<file path="src/rtl/snn_syn_pkg.sv">
// Shared definitions for the synaptic SRAM arbiter slice.
//   syn_state_e      : arbiter states (IDLE, UPD_RD, UPD_WR)
//   SYN_WEIGHT_WIDTH : default signed weight width
//   SYN_DATA_WIDTH   : default SRAM word width
//   SYN_LANES        : default weight lanes per SRAM word
//   syn_lanes()      : lanes per word for a given word/weight width
package snn_syn_pkg;

  typedef enum logic [1:0] {
    IDLE   = 2'd0,
    UPD_RD = 2'd1,
    UPD_WR = 2'd2
  } syn_state_e;

  localparam int unsigned SYN_WEIGHT_WIDTH = 8;
  localparam int unsigned SYN_DATA_WIDTH   = 32;
  localparam int unsigned SYN_LANES        = SYN_DATA_WIDTH / SYN_WEIGHT_WIDTH;

  function automatic int unsigned syn_lanes(input int unsigned dw, input int unsigned ww);
    return dw / ww;
  endfunction

endpackage

</file>
<file path="src/rtl/syn_sat_add.sv">
// Lane-wise signed saturating adder (purely combinational).
//   a_i   : packed signed lanes (old weights)
//   b_i   : packed signed lanes (deltas)
//   sum_o : per-lane a+b clamped to [-2^(W-1), 2^(W-1)-1]
module syn_sat_add
  import snn_syn_pkg::*;
#(
  parameter int unsigned WEIGHT_WIDTH = SYN_WEIGHT_WIDTH,
  parameter int unsigned LANES        = SYN_LANES
) (
  input  logic [LANES*WEIGHT_WIDTH-1:0] a_i,
  input  logic [LANES*WEIGHT_WIDTH-1:0] b_i,
  output logic [LANES*WEIGHT_WIDTH-1:0] sum_o
);

  logic [WEIGHT_WIDTH-1:0] lane_a;
  logic [WEIGHT_WIDTH-1:0] lane_b;
  logic [WEIGHT_WIDTH:0]   lane_ext;
  logic [WEIGHT_WIDTH-1:0] lane_r;

  always_comb begin
    sum_o    = '0;
    lane_a   = '0;
    lane_b   = '0;
    lane_ext = '0;
    lane_r   = '0;
    for (int unsigned i = 0; i < LANES; i++) begin
      lane_a   = a_i[i*WEIGHT_WIDTH +: WEIGHT_WIDTH];
      lane_b   = b_i[i*WEIGHT_WIDTH +: WEIGHT_WIDTH];
      lane_ext = {lane_a[WEIGHT_WIDTH-1], lane_a} + {lane_b[WEIGHT_WIDTH-1], lane_b};
      // Overflow when the extra sign bit disagrees with the lane sign bit;
      // the extra bit then tells which rail to clamp to.
      if (lane_ext[WEIGHT_WIDTH] != lane_ext[WEIGHT_WIDTH-1]) begin
        lane_r = lane_ext[WEIGHT_WIDTH] ? {1'b1, {(WEIGHT_WIDTH-1){1'b0}}}
                                        : {1'b0, {(WEIGHT_WIDTH-1){1'b1}}};
      end else begin
        lane_r = lane_ext[WEIGHT_WIDTH-1:0];
      end
      sum_o[i*WEIGHT_WIDTH +: WEIGHT_WIDTH] = lane_r;
    end
  end

endmodule

</file>
<file path="src/rtl/sram_syn_arbiter.sv">
// Arbitrates the single-port synaptic weight SRAM between inference reads
// and learning read-modify-write updates (signed saturating per-lane add).
// Optional feature macro: SYN_STARVE_GUARD_EN (update forced after
// STARVE_LIMIT consecutive denied IDLE cycles; strict read priority otherwise).
// Ports:
//   CK, RSTN                     : clock, async active-low reset
//   RD_REQ/RD_ADDR -> RD_GNT     : inference read request / grant (comb)
//   RD_VLD/RD_DATA               : read data, one cycle after RD_GNT
//   UPD_REQ/UPD_ADDR/UPD_DELTA   : update request with packed lane deltas
//   UPD_GNT/UPD_DONE/BUSY        : update grant, write-cycle pulse, RMW busy
//   SRAM_CS/WE/A/D, SRAM_Q       : macro pins (Q registered, 1-cycle latency)
module sram_syn_arbiter
  import snn_syn_pkg::*;
#(
  parameter int unsigned ADDR_WIDTH   = 8,
  parameter int unsigned DATA_WIDTH   = SYN_DATA_WIDTH,
  parameter int unsigned WEIGHT_WIDTH = SYN_WEIGHT_WIDTH,
  parameter int unsigned STARVE_LIMIT = 4
) (
  input  logic                  CK,
  input  logic                  RSTN,
  input  logic                  RD_REQ,
  input  logic [ADDR_WIDTH-1:0] RD_ADDR,
  output logic                  RD_GNT,
  output logic                  RD_VLD,
  output logic [DATA_WIDTH-1:0] RD_DATA,
  input  logic                  UPD_REQ,
  input  logic [ADDR_WIDTH-1:0] UPD_ADDR,
  input  logic [DATA_WIDTH-1:0] UPD_DELTA,
  output logic                  UPD_GNT,
  output logic                  UPD_DONE,
  output logic                  BUSY,
  output logic                  SRAM_CS,
  output logic                  SRAM_WE,
  output logic [ADDR_WIDTH-1:0] SRAM_A,
  output logic [DATA_WIDTH-1:0] SRAM_D,
  input  logic [DATA_WIDTH-1:0] SRAM_Q
);

  localparam int unsigned LANES = syn_lanes(DATA_WIDTH, WEIGHT_WIDTH);

  syn_state_e            state_q, state_d;
  logic [ADDR_WIDTH-1:0] addr_q,  addr_d;
  logic [DATA_WIDTH-1:0] delta_q, delta_d;
  logic [DATA_WIDTH-1:0] wdata_q, wdata_d;
  logic                  rd_vld_q;
  logic [DATA_WIDTH-1:0] sat_sum;
  logic                  force_upd;

  syn_sat_add #(
    .WEIGHT_WIDTH (WEIGHT_WIDTH),
    .LANES        (LANES)
  ) u_sat_add (
    .a_i   (SRAM_Q),
    .b_i   (delta_q),
    .sum_o (sat_sum)
  );

`ifdef SYN_STARVE_GUARD_EN
  localparam int unsigned CNT_W = $clog2(STARVE_LIMIT + 1);
  logic [CNT_W-1:0] starve_q, starve_d;

  assign force_upd = (starve_q == CNT_W'(STARVE_LIMIT));

  // Counts IDLE cycles in which a pending update lost to a read.
  always_comb begin
    starve_d = starve_q;
    if (UPD_GNT) begin
      starve_d = '0;
    end else if (state_q == IDLE && UPD_REQ && !force_upd) begin
      starve_d = starve_q + 1'b1;
    end
  end

  always_ff @(posedge CK or negedge RSTN) begin
    if (!RSTN) starve_q <= '0;
    else       starve_q <= starve_d;
  end
`else
  assign force_upd = 1'b0;
`endif

  always_comb begin
    state_d  = state_q;
    addr_d   = addr_q;
    delta_d  = delta_q;
    wdata_d  = wdata_q;
    RD_GNT   = 1'b0;
    UPD_GNT  = 1'b0;
    UPD_DONE = 1'b0;
    SRAM_CS  = 1'b0;
    SRAM_WE  = 1'b0;
    SRAM_A   = '0;
    SRAM_D   = '0;
    unique case (state_q)
      IDLE: begin
        if (RD_REQ && !(UPD_REQ && force_upd)) begin
          RD_GNT  = 1'b1;
          SRAM_CS = 1'b1;
          SRAM_A  = RD_ADDR;
        end else if (UPD_REQ) begin
          UPD_GNT = 1'b1;
          SRAM_CS = 1'b1;
          SRAM_A  = UPD_ADDR;
          addr_d  = UPD_ADDR;
          delta_d = UPD_DELTA;
          state_d = UPD_RD;
        end
      end
      UPD_RD: begin
        wdata_d = sat_sum;
        state_d = UPD_WR;
      end
      UPD_WR: begin
        SRAM_CS  = 1'b1;
        SRAM_WE  = 1'b1;
        SRAM_A   = addr_q;
        SRAM_D   = wdata_q;
        UPD_DONE = 1'b1;
        state_d  = IDLE;
      end
      default: state_d = IDLE;
    endcase
  end

  always_ff @(posedge CK or negedge RSTN) begin
    if (!RSTN) begin
      state_q  <= IDLE;
      addr_q   <= '0;
      delta_q  <= '0;
      wdata_q  <= '0;
      rd_vld_q <= 1'b0;
    end else begin
      state_q  <= state_d;
      addr_q   <= addr_d;
      delta_q  <= delta_d;
      wdata_q  <= wdata_d;
      rd_vld_q <= RD_GNT;
    end
  end

  assign RD_VLD  = rd_vld_q;
  assign RD_DATA = SRAM_Q;
  assign BUSY    = (state_q != IDLE);

endmodule

</file>
<file path="config.mk">
export PLATFORM = sky130hd
export DESIGN_NAME = sram_syn_arbiter
export DESIGN_NICKNAME = d
export VERILOG_FILES = /design/src/rtl/snn_syn_pkg.sv /design/src/rtl/syn_sat_add.sv /design/src/rtl/sram_syn_arbiter.sv
export SDC_FILE = /design/constraint.sdc
export NUM_CORES = 1
export LEC_CHECK = 0
export ABC_AREA = 1
export CORE_UTILIZATION = 40
export DETAILED_ROUTE_END_ITERATION = 10
export HOLD_SLACK_MARGIN = 0.12
export PLACE_DENSITY = 0.71
export SETUP_SLACK_MARGIN = 0.15
export SLEW_MARGIN = 30
export SYNTH_ARGS = -nofsm -noshare
export SYNTH_HDL_FRONTEND = slang
export SYNTH_HIERARCHICAL = 1
export SYNTH_SLANG_ARGS = --single-unit
</file>
<file path="constraint.sdc">
create_clock -name CK -period 5.45 [get_ports CK]
set_input_delay 1.09 -clock CK [delete_from_list [all_inputs] [get_ports CK]]
set_output_delay 1.09 -clock CK [all_outputs]
set_load 0.05 [all_outputs]
</file>
==> out/metrics.yaml <==
cts_hold_buffers: 0
status: "finished, final reports clean"
post-synth-top-area-cell: "dfrtp_1"
grt_use_total_pct: 18.6
dieArea_um2: 14600
design_area_um2: 7370
path_cells: "clkdlybuf4s50_1 > buf_4 > nor2_4 > nand3_1 > nand3_1 > clkdlybuf4s50_1"
htree_levels: 3
gp_congestion: 0.848
peakVddDrop_mv: 0.168
synth_warnings: 6
total_power_mw: 2.53
syn_inst: 787
ff2ff_setup_slack_ns: 3.42
hold_start: "addr_q[6]"
hold_end: "addr_q[6]"
ant_nets: 0
crit_family: "buffers and inverters"
dp_cells: 1077
drt_iter0_markers: 193
remaining_drc_errors: 0
slowest_stage: "clkdlybuf4s50_1"
seq_power_share_pct: 30.7
worstMarginPinSlew_ns: 0.772
tns_ns: 0
diodes: 0
skew_ns: 0.00858
cap_violations: 0
timing.critical_path.buf_inv: 3
reg2regPathDepth: 15
post-place-ws_ns: 1.05
cp.arrival_ns: 3.30
hpwl_um: 9330
grt_max_degree: 76
period_needed_ns: 4.39
die_width_um: 121
crit_path_start_kind: "input port"
cts_setup_buffers: 0
cts_tree: "yes"
grt_overflow: 0
port_buffers: 162
power.share.clock_pct: 21.1
final_nets: 1029
die_y_um: 121
wl_per_cell_um: 11.6
powerDensity_nw_per_um2: 344
yosys-top-cells-area: "dfrtp_1, nand2_1, ha_1"
hold_violations: 0
swShare_pct: 41.1
timing.fmax_mhz: 228
vias: 5015
rows: 43
slew_violations: 0
p_leak_nw: 3.85
grt_pass1_vias: 4618
synthToLayoutAreaGrowth_pct: 30.8
crit_fanout: 25
whs_path_depth: 2
fin_hold_ws_ns: 0.470
fin_ws_ns: 1.06
syn-cell-area_um2: 5640
syn-num-nets: 907
initial_core_util_pct: 40.8
dr.pass1.iters: 5
grt_first_pass_wirelength_um: 21400
power_frac_comb_pct: 48.2
grt_antenna_before_repair: 0
synth_top_cell_area_share_pct: 33.3
yosysSeqAreaShare_pct: 33.3
synth_area_per_cell_um2: 7.16
slew_headroom_pct: 48.6
finalSetupViolations: 0
placed_area_um2: 7090
path_clk_slew_ns: 0.05
synth-seq-cells: 75
max_stage_delay_ns: 0.80
reg2reg_to: "wdata_q[3]"
ys_types: 26
cts_made_buffers: 9
fin_cells: 1094
ctsResizeCount: 0
io_pins: 163
cts.sinks: 75
wirelength_um: 12700
cp.required_ns: 4.36
coreArea_um2: 13800
min_period_over_period_pct: 80.6
vias_per_cell: 4.58
timing.rr.start: "delta_q[0]"
hold_class: "reg2reg"
insertion_delay_ns: 0.34
p_int_mw: 1.49
p_sw_mw: 1.04
rsz0062_at_grt: "false"
end_kind: "output pin"
final_util_pct: 53.3
path_class: "in2out"
root_buffer: "clkbuf_16"
cp.depth: 6
cts_buffer_depth: 2
drive_above_1_share_pct: 10.3
==> flip-flops by register name, indices dropped and copies added, names as in the netlist <==
register,count
addr_q,8
delta_q,32
state_q,2
wdata_q,32
RD_VLD,1
==> final cells by class <==
cell class / instances / area, µm²
tap: 180 / 225
inverter: 112 / 420
clock buffer: 13 / 240
clock inverter: 3 / 15.0
fill: 1385 / 6450
sequential: 75 / 1880
multi-input combinational: 543 / 2900
timing repair buffer: 168 / 1700
==> cells in the mapped netlist, drive strengths merged <==
master and count:
o21ai 32, or2 8, buf 57, dfrtp 75, xnor2 12, nor2 52
nand2 306, inv 112, a21oi 8, fa 4, ha 32, nand3 80
nand4 8, a31oi 1
==> power groups by stage <==
| stage | Sequential [mW] | Combinational [mW] | Clock (mW) |
|---|---|---|---|
| global placement | 0.783 | 1.21 | 0 |
| CTS | 0.780 | 1.23 | 0.558 |
| finish | 0.779 | 1.22 | 0.535 |
| global route | 0.798 | 1.38 | 0.577 |
| detailed placement | 0.789 | 1.22 | 0 |
| floorplan | 0.775 | 0.956 | 0 |
==> kinds of logic after synthesis <==
kind of cell             count (synthesis)  synth area share (%)
AO/OA/AOI/OAI                           41                  5.33
XOR/XNOR                                12                  1.86
adder cells (fa/ha/maj)                 36                  8.53
buffers and inverters                  169                  15.3
flip-flops                              75                  33.3
AND/OR/NAND/NOR                        454                  35.7
==> routing by layer <==
metal | track usage [%] | wire (µm) | vias up
met4 | 5.09 | 138 | 0
met2 | 30.9 | 6020 | 113
met1 | 23.4 | 5800 | 2249
met3 | 5.57 | 712 | 11
li1 | - | - | 2642
met5 | 0 | 0 | -
==> how the worst max path moves through the flow <==
stage / startpoint / to / slack, ns
2_1_floorplan: RD_REQ / SRAM_CS / 2.13
3_3_place_gp: RD_REQ / SRAM_A[3] / 1.05
3_5_place_dp: RD_REQ / SRAM_A[3] / 1.05
4_1_cts: RD_REQ / SRAM_A[3] / 1.03
5_1_grt: RD_REQ / SRAM_A[3] / 0.88
6_report: RD_REQ / SRAM_A[3] / 1.06
==> worst register-to-register path: stages, from the launching register on <==
cell and delay (ns):
dfrtp_1 0.36, ha_1 0.17, inv_1 0.05, fa_1 0.40, inv_1 0.07, nand2_1 0.05, nand2_1 0.10, nand3_1 0.11
nand2_1 0.08, nand2_1 0.06, nand2_2 0.10, nand2_4 0.08, nand2_1 0.07, nand2_1 0.05, nand2_1 0.06, o21ai_0 0.08
==> layout by cell type (no fill, tap or decap), types with 4 or more instances in the layout <==
| cell type | instances |
|---|---|
| nand2_1 | 279 |
| clkdlybuf4s50_1 | 160 |
| inv_1 | 106 |
| nand3_1 | 76 |
| dfrtp_1 | 75 |
| nor2_1 | 41 |
| ha_1 | 32 |
| o21ai_2 | 25 |
| nand2_2 | 20 |
| xnor2_1 | 12 |
| clkbuf_16 | 9 |
| nor2_2 | 8 |
| a21oi_1 | 8 |
| nand4_1 | 8 |
| or2_1 | 7 |
| nand2_4 | 7 |
| inv_2 | 6 |
| o21ai_1 | 5 |
| buf_4 | 5 |
| clkbuf_1 | 4 |
| nand3_2 | 4 |
| fa_1 | 4 |
Note: power is estimated with default switching activity, not from simulation.
